### config.mk
export PLATFORM = sky130hd
export DESIGN_NAME = abs_sum_serial
export DESIGN_NICKNAME = d
export VERILOG_FILES = /design/src/rtl/abs_sum_pkg.sv /design/src/rtl/abs_sum_abs_unit.sv /design/src/rtl/abs_sum_serial.sv
export SDC_FILE = /design/constraint.sdc
export NUM_CORES = 1
export LEC_CHECK = 0
export ABC_CLOCK_PERIOD_IN_PS = 5700
export BUFFER_PORTS_ARGS = -buffer_cell sky130_fd_sc_hd__buf_2
export CELL_PAD_IN_SITES_DETAIL_PLACEMENT = 1
export CELL_PAD_IN_SITES_GLOBAL_PLACEMENT = 1
export CORE_MARGIN = 2
export CORE_UTILIZATION = 44
export DETAILED_ROUTE_END_ITERATION = 16
export PLACE_DENSITY_LB_ADDON = 0.1
export SLEW_MARGIN = 5
export SYNTH_ARGS = -nofsm -noshare
export SYNTH_HDL_FRONTEND = slang
export SYNTH_SLANG_ARGS = --single-unit
### constraint.sdc
create_clock -name clk -period 5.7 [get_ports clk]
set_input_delay 0.57 -clock clk [delete_from_list [all_inputs] [get_ports clk]]
set_output_delay 0.57 -clock clk [all_outputs]
set_load 0.02 [all_outputs]
### src/rtl/abs_sum_pkg.sv
// Shared FSM state encodings and accumulator sizing for the serial absolute-sum block.
// Optional saturation is selected with the ABS_SUM_SAT_EN macro (see abs_sum_abs_unit).
package abs_sum_pkg;

    localparam logic [1:0] ST_ACCUM = 2'd0;
    localparam logic [1:0] ST_ABS   = 2'd1;
    localparam logic [1:0] ST_HOLD  = 2'd2;

    // Wide enough that the sum of n signed w-bit operands can never overflow.
    function automatic int acc_width(input int w, input int n);
        return w + $clog2(n) + 1;
    endfunction

endpackage

### src/rtl/abs_sum_abs_unit.sv
// Combinational magnitude of the signed accumulator, reduced to W bits plus overflow flag.
// ABS_SUM_SAT_EN defined: overflow saturates to 2^W-1; undefined: low W bits (wrap).
module abs_sum_abs_unit #(
    parameter int W  = 4,
    parameter int SW = 7
) (
    input  logic [SW-1:0] i_acc,
    output logic [W-1:0]  o_abs,
    output logic          o_ovf
);

    logic [SW-1:0] w_mag;

    // Two's-complement negate when negative; SW bits keep the most negative sum exact.
    always_comb begin
        w_mag = i_acc;
        o_ovf = 1'b0;
        o_abs = '0;
        if (i_acc[SW-1]) begin
            w_mag = ~i_acc + {{(SW-1){1'b0}}, 1'b1};
        end else begin
            w_mag = i_acc;
        end
        o_ovf = |w_mag[SW-1:W];
`ifdef ABS_SUM_SAT_EN
        if (o_ovf) begin
            o_abs = {W{1'b1}};
        end else begin
            o_abs = w_mag[W-1:0];
        end
`else
        o_abs = w_mag[W-1:0];
`endif
    end

endmodule

### src/rtl/abs_sum_serial.sv
// Serial absolute-sum: accumulates N signed operands per group, then offers |sum| and an
// overflow flag through a valid/ready handshake. Build option: ABS_SUM_SAT_EN (saturate).
module abs_sum_serial
    import abs_sum_pkg::*;
#(
    parameter int W = 4,
    parameter int N = 4
) (
    input  logic         clk,
    input  logic         rst,
    input  logic         in_valid,
    output logic         in_ready,
    input  logic [W-1:0] in_data,
    output logic         out_valid,
    input  logic         out_ready,
    output logic [W-1:0] out_abs,
    output logic         out_ovf,
    output logic         out_busy
);

    localparam int SW = acc_width(W, N);
    localparam int CW = $clog2(N);
    localparam logic [CW-1:0] CNT_LAST = CW'(N - 1);
    localparam logic [CW-1:0] CNT_ONE  = CW'(1);

    logic [1:0]    r_state;
    logic [SW-1:0] r_acc;
    logic [CW-1:0] r_cnt;
    logic          r_in_ready;
    logic          r_out_valid;
    logic [W-1:0]  r_out_abs;
    logic          r_out_ovf;
    logic          r_busy;

    logic [1:0]    w_state_nxt;
    logic [SW-1:0] w_acc_nxt;
    logic [CW-1:0] w_cnt_nxt;
    logic [SW-1:0] w_op_sext;
    logic          w_xfer;
    logic [W-1:0]  w_abs;
    logic          w_ovf;

    assign w_op_sext = {{(SW-W){in_data[W-1]}}, in_data};
    assign w_xfer    = in_valid & r_in_ready;

    abs_sum_abs_unit #(.W(W), .SW(SW)) u_abs (
        .i_acc (r_acc),
        .o_abs (w_abs),
        .o_ovf (w_ovf)
    );

    // Next-state, counter and accumulator update.
    always_comb begin
        w_state_nxt = r_state;
        w_acc_nxt   = r_acc;
        w_cnt_nxt   = r_cnt;
        case (r_state)
            ST_ACCUM: begin
                if (w_xfer) begin
                    w_acc_nxt = r_acc + w_op_sext;
                    if (r_cnt == CNT_LAST) begin
                        w_cnt_nxt   = '0;
                        w_state_nxt = ST_ABS;
                    end else begin
                        w_cnt_nxt   = r_cnt + CNT_ONE;
                        w_state_nxt = ST_ACCUM;
                    end
                end else begin
                    w_acc_nxt   = r_acc;
                    w_cnt_nxt   = r_cnt;
                    w_state_nxt = ST_ACCUM;
                end
            end
            ST_ABS: begin
                w_state_nxt = ST_HOLD;
            end
            ST_HOLD: begin
                // Accumulator clears on the same edge the result is taken.
                if (out_ready) begin
                    w_state_nxt = ST_ACCUM;
                    w_acc_nxt   = '0;
                end else begin
                    w_state_nxt = ST_HOLD;
                    w_acc_nxt   = r_acc;
                end
            end
            default: begin
                w_state_nxt = ST_ACCUM;
                w_acc_nxt   = '0;
                w_cnt_nxt   = '0;
            end
        endcase
    end

    // State, datapath and output registers; in_ready/out_busy are registered from next state.
    always_ff @(posedge clk) begin
        if (rst) begin
            r_state     <= ST_ACCUM;
            r_acc       <= '0;
            r_cnt       <= '0;
            r_in_ready  <= 1'b1;
            r_out_valid <= 1'b0;
            r_out_abs   <= '0;
            r_out_ovf   <= 1'b0;
            r_busy      <= 1'b0;
        end else begin
            r_state    <= w_state_nxt;
            r_acc      <= w_acc_nxt;
            r_cnt      <= w_cnt_nxt;
            r_in_ready <= (w_state_nxt == ST_ACCUM);
            r_busy     <= (w_state_nxt != ST_ACCUM) | (w_cnt_nxt != '0);
            if (r_state == ST_ABS) begin
                r_out_abs   <= w_abs;
                r_out_ovf   <= w_ovf;
                r_out_valid <= 1'b1;
            end else if ((r_state == ST_HOLD) && out_ready) begin
                r_out_valid <= 1'b0;
            end else begin
                r_out_valid <= r_out_valid;
            end
        end
    end

    assign in_ready  = r_in_ready;
    assign out_valid = r_out_valid;
    assign out_abs   = r_out_abs;
    assign out_ovf   = r_out_ovf;
    assign out_busy  = r_busy;

endmodule

; Word-level counts from Yosys, hierarchy flattened
; Index checks and enable logic that the tools add are counted.
[totals]
inputBits = 8
word_cells = 42
out_inout_bits = 8
ff_bits = 19
[op_classes]
n_reduce_logical = 9
n_bitwise = 4
mux = 13
addsub = 3
eq_ne = 5
[op_table]
columns = cell, count
row1 = $mux 7, 3
row2 = $pmux 7 s3, 1
row3 = $mux 2, 4
row4 = $add 7x1->7 const B, 1
row5 = $add 7x7->7, 1
row6 = $not 7->7, 1
row7 = $pmux 2 s3, 1
row8 = $reduce_bool 2->1, 3
row9 = $eq 2x2->1 const B, 2
row10 = $logic_not 2->1, 2
row11 = $ne 2x2->1 const B, 2
row12 = $pmux 2 s2, 1
row13 = $mux 1, 3
row14 = $reduce_and 3->1, 1
row15 = $reduce_or 3->1, 1
row16 = $add 2x1->2 const B, 1
row17 = $eq 2x1->1 const B, 1
row18 = $reduce_or 2->1, 1
row19 = $and 1x1->1, 1
row20 = $logic_and 1x1->1, 1
row21 = $not 1->1, 1
row22 = $or 1x1->1, 1

; Logic depth before layout (Yosys ltp)
; Gate-level depths: netlist of the first run.
[depth]
word_depth = 6
ltp_mapped = 7

; By module
; A second synthesis of the first run with hierarchy kept.
[unflattened]
cells_unflattened = 136
area_unflattened_um2 = 1196.1
[modules_own_cells]
columns = module, cells_each, n_inst, seq_area_each_um2, area_each_um2
row1 = abs_sum_serial, 119, 1, 380.4, 1087.3
row2 = abs_sum_abs_unit, 17, 1, 0.0, 108.9

; Worst setup path after synthesis of the first run
; OpenSTA, ideal clock, no wires.
[synth_timing]
path_kind = in2reg
from = in in_data[0]
to = reg r_acc[6]
setup_ns = 0.122
setup_slack_ns = 3.486
arrival_ns = 2.092
cell_stages = 7
cell_sequence = ha_1 -> inv_1 -> fa_1 -> nand2b_1 -> a2111o_1 -> o2111a_1 -> a221o_1
[synth_via]
elab_chain_len = 3
[synth_rtl]
columns = element, line
row1 = "start, declared", abs_sum_serial.sv:13  ; input logic [W-1:0] in_data,
row2 = $add 7x7->7, abs_sum_serial.sv:60  ; w_acc_nxt = r_acc + w_op_sext;
row3 = $mux 7, abs_sum_serial.sv:59  ; if (w_xfer) begin
row4 = $pmux 7 s3, abs_sum_serial.sv:57  ; case (r_state)
row5 = "end signal, assigned", abs_sum_serial.sv:108  ; r_acc <= w_acc_nxt;
row6 = "end, declared", abs_sum_serial.sv:27  ; logic [SW-1:0] r_acc;
; No other way between the ends. The select of a mux whose other input is x is not followed.
; A chain may end at the register's enable or synchronous reset.

; Worst setup path in the final report of the first run
[layout_timing]
from = reg r_acc[0]
to = reg r_acc[6]
[layout_via]
elab_chain_len = 3
[layout_rtl]
columns = element, line
row1 = $add 7x7->7, abs_sum_serial.sv:60
row2 = $mux 7, abs_sum_serial.sv:59
row3 = $pmux 7 s3, abs_sum_serial.sv:57
; No other way between the ends. The select of a mux whose other input is x is not followed.

==> results of run 1 <==
-- routing by layer --
metal / track usage, % / vias up
li1: - / 515
met1: 24.71 / 493
met2: 32.31 / 14
met3: 2.093 / 2
met4: 7.143 / 0
met5: 0 / -
-- area by class of cell --
| type | count | area (um2) |
|---|---|---|
| repair buffers | 15 | 75.07 |
| multi-input cells | 101 | 757.0 |
| flip-flops and latches | 19 | 380.4 |
| fillers | 311 | 1211 |
| clock inverters | 1 | 5.005 |
| well taps | 30 | 37.54 |
| clock buffers | 3 | 22.52 |
| inverters | 9 | 33.78 |
-- final timing paths --
| path | slack [ns] | cells past startpoint | startpoint | end |
|---|---|---|---|---|
| worst max register to register | 3.43 | 7 | r_acc[0] | r_acc[6] |
| worst min register to register | 0.48 | 2 | out_ovf | out_ovf |
| worst max-delay path | 3.43 | 7 | r_acc[0] | r_acc[6] |
| worst min-delay path | 0.48 | 2 | out_ovf | out_ovf |
-- placed cells by master, fill, tap and decap left out, drive strengths merged, types with 2 or more instances in the layout --
cell,instances
a21boi,2
mux2i,3
inv,9
a211o,4
nor2,16
nor3b,2
nor3,2
buf,15
a32oi,2
dfxtp,19
or3,2
o211ai,2
nor2b,4
nand3,2
o21ai,4
nand2,7
o21a,2
ha,12
clkbuf,3
a211oi,5
a21oi,6
nand2b,4
-- cells by family (layout without fill, tap and decap cells) --
group / Yosys count / after routing
buffers and inverters: 13 / 28
flip-flops: 19 / 19
adder cells (fa/ha/maj): 13 / 13
AND/OR/NAND/NOR: 45 / 45
multiplexers: 3 / 3
XOR/XNOR: 2 / 2
AO/OA/AOI/OAI: 38 / 38
-- critical path, cell delays in order (launching register included) --
cell and delay (ns):
dfxtp_1 0.46, ha_1 0.24, inv_1 0.06, fa_1 0.40
nand2b_1 0.21, a2111o_1 0.40, o2111a_1 0.15, a221o_1 0.25
-- per-stage QoR --
stage               cell area [um2]  util (%)  instances  worst slack (ns)
CTS                            1311     51.98        178             3.420
detailed placement             1284     50.89        174             3.258
global route                   1311     51.98        178             3.293
finish                         1311     51.98        178             3.429
global placement               1284     50.89        174             3.346
floorplan                      1187         -        133             3.486
-- registers in the layout (all words and copies together), names as in the netlist --
name	cells
in_ready	1
out_abs	4
out_busy	1
out_ovf	1
out_valid	1
r_acc	7
r_cnt	2
r_state	2
-- power by group through the flow --
stage	sequential [mW]	clock [mW]	combinational [mW]
floorplan	0.152	0	0.0580
global placement	0.155	0	0.0717
detailed placement	0.156	0	0.0754
CTS	0.153	0.0713	0.0759
global route	0.155	0.0781	0.0862
finish	0.154	0.0694	0.0755
==> metrics, run 1 <==
status complete, no violations; cts-stage hold buffer count 0; largest net degree at the start of global routing 21; post-synthesis mux area share 2.529%; combinational share of power 25.3%; GRT overflow 0; TNS Setup 0 ns; Mapped Cells 133; Clk pwr share 23.2%; Starting Density 47.07%; Die Ht 55.95 um; M1 wire length 1410 um; Pre-antenna DRT Iters 4; IO Pins 16; crit path launch type flop; DR top layer met4; sequential share of the synthesized area 32.03%; post-synthesis compound-gate area fraction 24.66%; Slew Viols, Final 0; syn avg cell area 8.928 um2; power share of the sequential group 51.5%; min-delay worst type flop to flop; Psw 0.09605 mW; nets 170; top_reg_cell synth dfxtp_1; Yosys top cell by area dfxtp_1; Yosys top cell area share 32.03%; IO Port Bufs 15; final setup vio count 0; post-CTS sizing 0; diode count 0; XOR/XNOR Fraction of Synth Area 1.475%; switching portion of total power 32.17%; met2 routed WL 1285 um; Mapped Area 0.001187 mm2; Post-synth EDFFs 0; Max-Cap Viols 0; Worst Clk Skew 0.001078 ns; layout cells sized above 1 16.22%; die area 0.003130 mm2; hpwl dp 2205 um; maximum VDD drop 191.1 uV; Tightest Pin Transition 0.5312 ns; DR vias 1024; vias per cell 5.753; clk sinks 19; gr usage total 19.00%; Int Pwr 0.2026 mW; Core ar. 0.002522 mm2; FP Rows 18; Slew headroom 64.31%; Worst Path Required 5.90 ns; CTS buffer count 3; WL per Instance 15.65 um; Unique masters post-synth 47; Routed met3 length 64 um; gpl congestion 0.7420; Fin. Hold Viols 0; post-CTS setup repair buffer count 0; clock tree buffer depth 2; adder-cell share of the synthesized area 14.33%; total power divided by cell area 227.7 mW/mm2; achievable frequency 440.3 MHz; Synth top cells by count dfxtp_1 (19), nor2_1 (16), ha_1 (12), inv_1 (9), nand2_1 (7); initial antenna violation count 0; clock slew at reported path FFs 0.11 ns; Area contributors post-synth dfxtp_1 (32%), ha_1 (13%), nor2_1 (5.1%); CP Capture Type flop; Seq cells post-synth 19; top-count cell post-synth dfxtp_1; unrepaired setup endpoints after global routing false; first-pass GRT wire length 4747 um; drt initial violations 19; asr flop ratio synth 0%; Synth-to-Final Area Change 10.43%; syn nets 154; DRC Markers 0; drt total wl 2786 um; largest family of logic cells by synthesized area compound AO/OA/AOI/OAI gates; Worst-Skew Late Latency 0.30 ns; synth warn 0; CTS tree built; Final Power 0.2986 mW; Final Critical Period 2.271 ns; CTS root buffer clkbuf_4; vias in the first global route 1059; crit path kind flop to flop; # H-tree levels 1; Max FO, Critical Path 6; Tcrit/Tclk final 39.85%; hold slack 0.4829 ns; Final ANT Viol Nets 0; die width 55.95 um; Static Leakage 0.5812 nW; CP arrival 2.47 ns; simple-gate share of the synthesized area 20.76%
(Power assumes the default switching activity.)
==> inputs of run 2 (changes only) <==
--- a/config.mk
+++ b/config.mk
@@ -5,12 +5,12 @@
 export SDC_FILE = /design/constraint.sdc
 export NUM_CORES = 1
 export LEC_CHECK = 0
-export ABC_CLOCK_PERIOD_IN_PS = 5700
+export ABC_CLOCK_PERIOD_IN_PS = 2100
 export BUFFER_PORTS_ARGS = -buffer_cell sky130_fd_sc_hd__buf_2
 export CELL_PAD_IN_SITES_DETAIL_PLACEMENT = 1
 export CELL_PAD_IN_SITES_GLOBAL_PLACEMENT = 1
 export CORE_MARGIN = 2
-export CORE_UTILIZATION = 44
+export CORE_UTILIZATION = 42
 export DETAILED_ROUTE_END_ITERATION = 16
 export PLACE_DENSITY_LB_ADDON = 0.1
 export SLEW_MARGIN = 5
==> constraint.sdc (replaced) <==
create_clock -name clk -period 2.1 [get_ports clk]
set_input_delay 0.21 -clock clk [delete_from_list [all_inputs] [get_ports clk]]
set_output_delay 0.21 -clock clk [all_outputs]
set_load 0.02 [all_outputs]
==> metrics, run 2 (same netlist as run 1, synthesis figures left out) <==
status complete, no violations; CTS tree built; Slew headroom 75.69%; Tcrit/Tclk final 95.16%; reg2reg start r_acc[0]; WL per Instance 15.76 um; IO Port Bufs 15; clock tree buffer depth 2; WHS Path Cells 4; Slew Viols, Final 0; commonest non-fill, non-tap cell in the layout dfxtp_1; initial antenna violation count 0; vias per cell 5.770; drt initial violations 11; crit path launch type flop; cts-stage hold buffer count 0; max FFs per register 7; Final Power 0.8245 mW; DRC Markers 0; die width 57.17 um; Hold Crit Start out_ready; Synth-to-Final Area Change 14.12%; clock slew at reported path FFs 0.10 ns; FP Rows 19; Hold EP out_valid; Final Critical Period 1.998 ns; TNS Setup 0 ns; Max-Cap Viols 0; Fillers 325; flop2flop setup slack 0.10 ns; drt total wl 2884 um; vias in the first global route 1069; GRT overflow 0; crit path kind flop to flop; Final ANT Viol Nets 0; gr usage total 19.52%; Fin. Hold Viols 0; DR vias 1056; nets 174; min-delay worst type primary input to flop; Biggest register r_acc; achievable frequency 500.4 MHz; Tightest Pin Transition 0.3646 ns; reg2reg end r_acc[6]; Worst-Skew Late Latency 0.30 ns; diode count 0; Static Leakage 0.6070 nW; R2R cell count 7; Die Ht 57.17 um; first-pass GRT wire length 4995 um; CTS root buffer clkbuf_4; gpl congestion 0.7526; hpwl dp 2257 um; maximum VDD drop 374.9 uV; unrepaired setup endpoints after global routing false; Core Util, Final 50.00%; Worst Path Required 2.30 ns; total power divided by cell area 608.5 mW/mm2; hold slack 0.2226 ns; Worst Clk Skew 0.001957 ns; Starting Density 43.81%; most frequent cells in the layout dfxtp_1 (18), nor2_1 (16), buf_2 (15); Core ar. 0.002710 mm2; Pre-antenna DRT Iters 4; largest net degree at the start of global routing 21; CP Capture Type flop; IO Pins 16; layout cells sized above 1 20.39%; post-CTS setup repair buffer count 0; # H-tree levels 1; CP arrival 2.20 ns; die area 0.003268 mm2; final setup vio count 0; Max FO, Critical Path 3; clk sinks 19; CTS buffer count 3
==> run 2: metal layers <==
layer	part of all wire (%)	global-route usage (%)
met5	0	0
met4	1.4	5.316
met3	3.1	3.401
met2	48	33.33
met1	48	25.46
==> run 2: layout make-up <==
type / instances / area [um2] / share of cell area, %
Inverter: 9 / 33.78 / 2.493
Sequential cell: 19 / 381.6 / 28.16
Tap cell: 31 / 38.79 / 2.862
Clock buffer: 4 / 26.28 / 1.939
Multi-Input combinational cell: 101 / 769.5 / 56.79
Timing Repair Buffer: 19 / 105.1 / 7.756
==> run 2: where the power goes <==
group | switching (mW) | internal [mW]
Combinational | 0.121 | 0.105
Clock | 0.113 | 0.0742
Sequential | 0.0274 | 0.384
==> run 2: timing repair <==
action	in CTS	in global routing
pin swaps	0	0
endpoints found under the setup margin	1	1
resized for setup	2	2
gates cloned	0	0
==> run 2: how the worst max path moves through the flow <==
stage / slack (ns) / to / from / cells past startpoint
global placement: 0.08 / r_acc[6] / r_acc[0] / 7
detailed placement: 0.001 / r_acc[6] / r_acc[0] / 7
floorplan: 0.05 / r_acc[6] / r_acc[0] / 7
global route: 0.02 / r_acc[6] / r_acc[0] / 7
CTS: 0.04 / r_acc[6] / r_acc[0] / 7
finish: 0.10 / r_acc[6] / r_acc[0] / 7
==> run 2: stage by stage <==
step	setup slack, ns	cells	area [um2]
final	0.1017	183	1355
after global routing	0.01626	183	1355
after detailed placement	0.001024	179	1315
after global placement	0.08341	179	1315
after floorplan	0.04889	133	1187
after CTS	0.03812	183	1351
==> run 2: critical path: stages (launching register included) <==
cell,delay [ns]
dfxtp_2,0.35
ha_2,0.19
inv_1,0.05
fa_2,0.36
nand2b_4,0.17
a2111o_1,0.38
o2111a_1,0.15
a221o_1,0.25
==> inputs of run 3 (changes only) <==
--- a/config.mk
+++ b/config.mk
@@ -5,12 +5,12 @@
 export SDC_FILE = /design/constraint.sdc
 export NUM_CORES = 1
 export LEC_CHECK = 0
-export ABC_CLOCK_PERIOD_IN_PS = 2100
+export ABC_CLOCK_PERIOD_IN_PS = 2600
 export BUFFER_PORTS_ARGS = -buffer_cell sky130_fd_sc_hd__buf_2
 export CELL_PAD_IN_SITES_DETAIL_PLACEMENT = 1
 export CELL_PAD_IN_SITES_GLOBAL_PLACEMENT = 1
 export CORE_MARGIN = 2
-export CORE_UTILIZATION = 42
+export CORE_UTILIZATION = 44
 export DETAILED_ROUTE_END_ITERATION = 16
 export PLACE_DENSITY_LB_ADDON = 0.1
 export SLEW_MARGIN = 5
==> constraint.sdc (replaced) <==
create_clock -name clk -period 2.6 [get_ports clk]
set_input_delay 0.26 -clock clk [delete_from_list [all_inputs] [get_ports clk]]
set_output_delay 0.26 -clock clk [all_outputs]
set_load 0.02 [all_outputs]
==> metrics, run 3 (same netlist as run 1, synthesis figures left out) <==
gpl congestion 0.7724; GRT overflow 0; Final ANT Viol Nets 0; commonest non-fill, non-tap cell in the layout dfxtp_1; status complete, no violations; clk sinks 19; Static Leakage 0.5785 nW; CP peak stage delay 0.43 ns; final worst slack 0.3680 ns; CTS tree built; Pre-antenna DRT Iters 4; total power divided by cell area 498.7 mW/mm2; Max-Cap Viols 0; Slew headroom 61.00%; Tcrit/Tclk final 85.85%; CTS buffer count 3; nets 170; most frequent cells in the layout dfxtp_1 (19), nor2_1 (16), buf_2 (15); drt total wl 2777 um; Tightest Pin Transition 0.5805 ns; drt initial violations 36; Layout Cells excl Fill 178; # H-tree levels 1; power share of the sequential group 51.3%; Clk pwr share 22.9%; die area 0.003130 mm2; largest net degree at the start of global routing 21; Hold Crit Start out_ready; max FFs per register 7; crit path launch type flop; post-CTS sizing 0; slowest CP cell dfxtp_1; placed cell areas 0.001284 mm2; Slew Viols, Final 0; vias per cell 5.787; hpwl dp 2172 um; Final Critical Period 2.232 ns; Worst Clk Skew 0.001273 ns; Worst-Skew Late Latency 0.29 ns; crit path buf inv count 1; vias in the first global route 1043; initial antenna violation count 0; unrepaired setup endpoints after global routing false; Core ar. 0.002522 mm2; clock slew at reported path FFs 0.11 ns; Die Ht 55.95 um; placed cells 174; Worst setup startpoint r_acc[0]; pre-CTS setup slack 0.3850 ns; CP arrival 2.42 ns; DRC Markers 0; final setup vio count 0; Fin. Hold Viols 0; cts-stage hold buffer count 0; die width 55.95 um; switching portion of total power 31.60%; layout cells sized above 1 15.54%; Psw 0.2065 mW; first-pass GRT wire length 4871 um; hold slack 0.2996 ns; crit path kind flop to flop; IO Pins 16; Int Pwr 0.4469 mW; Biggest register r_acc; IO Port Bufs 15; combinational share of power 25.8%; clock tree buffer depth 2; final instance area 0.001310 mm2; FP Rows 18; diode count 0; post-CTS setup repair buffer count 0; TNS Setup 0 ns; WL per Instance 15.60 um; delay-heaviest family, CP compound AO/OA/AOI/OAI gates; min-delay worst type primary input to flop; CP Capture Type flop; Max FO, Critical Path 6; maximum VDD drop 344.5 uV; Starting Density 47.07%; DR vias 1030; Worst Path Required 2.79 ns; CTS root buffer clkbuf_4; achievable frequency 448.0 MHz; crit path cell chain ha_1, inv_1, fa_1, nand2b_1, a2111o_1, o2111a_1, a221o_1; Synth-to-Final Area Change 10.33%; reg2reg start r_acc[0]; gr usage total 19.48%
-- run 3: cell types whose count changed in the layout (fill, tap and decap cells not counted), sizes merged --
cell and change:
buf -4
-- run 3: worst register-to-register path, delay by kind of cell (launching register included) --
| family | cells | cell delay, ns |
|---|---|---|
| compound gates | 3 | 0.81 |
| fa+ha+maj | 2 | 0.63 |
| flops | 1 | 0.43 |
| simple gates | 1 | 0.20 |
| buf+inv | 1 | 0.07 |
-- run 3: through the flow --
step	total power [mW]	util, %
after floorplan	0.4604	-
after global placement	0.4999	50.89
after detailed placement	0.5081	50.89
after CTS	0.6578	51.93
after global routing	0.6978	51.93
final	0.6533	51.93
-- run 3: final timing paths --
| check | endpoint | slack, ns | cells after the start |
|---|---|---|---|
| max | r_acc[6] | 0.37 | 7 |
| min | out_valid | 0.30 | 4 |
| max reg2reg | r_acc[6] | 0.37 | 7 |
| min reg2reg | out_ovf | 0.49 | 2 |
-- run 3: metal layers --
metal	track usage [%]	share of wire (%)	wire length, um
met1	28.16	52	1431
met2	30.10	45	1246
met3	3.023	3.0	83
met4	5.442	0.54	15
met5	0	0	0
-- run 3: cell type report --
type | instances | area [um2]
clock buffers | 4 | 26.28
fillers | 306 | 1212
inverters | 9 | 33.78
multi-input cells | 101 | 757.0
flip-flops and latches | 19 | 380.4
well taps | 30 | 37.54
repair buffers | 15 | 75.07
-- run 3: power groups by stage --
stage / logic [mW] / clock network (mW) / registers, mW
after floorplan: 0.127 / 0 / 0.333
after global placement: 0.160 / 0 / 0.340
after detailed placement: 0.167 / 0 / 0.341
after CTS: 0.169 / 0.155 / 0.334
after global routing: 0.193 / 0.166 / 0.339
final: 0.168 / 0.150 / 0.335
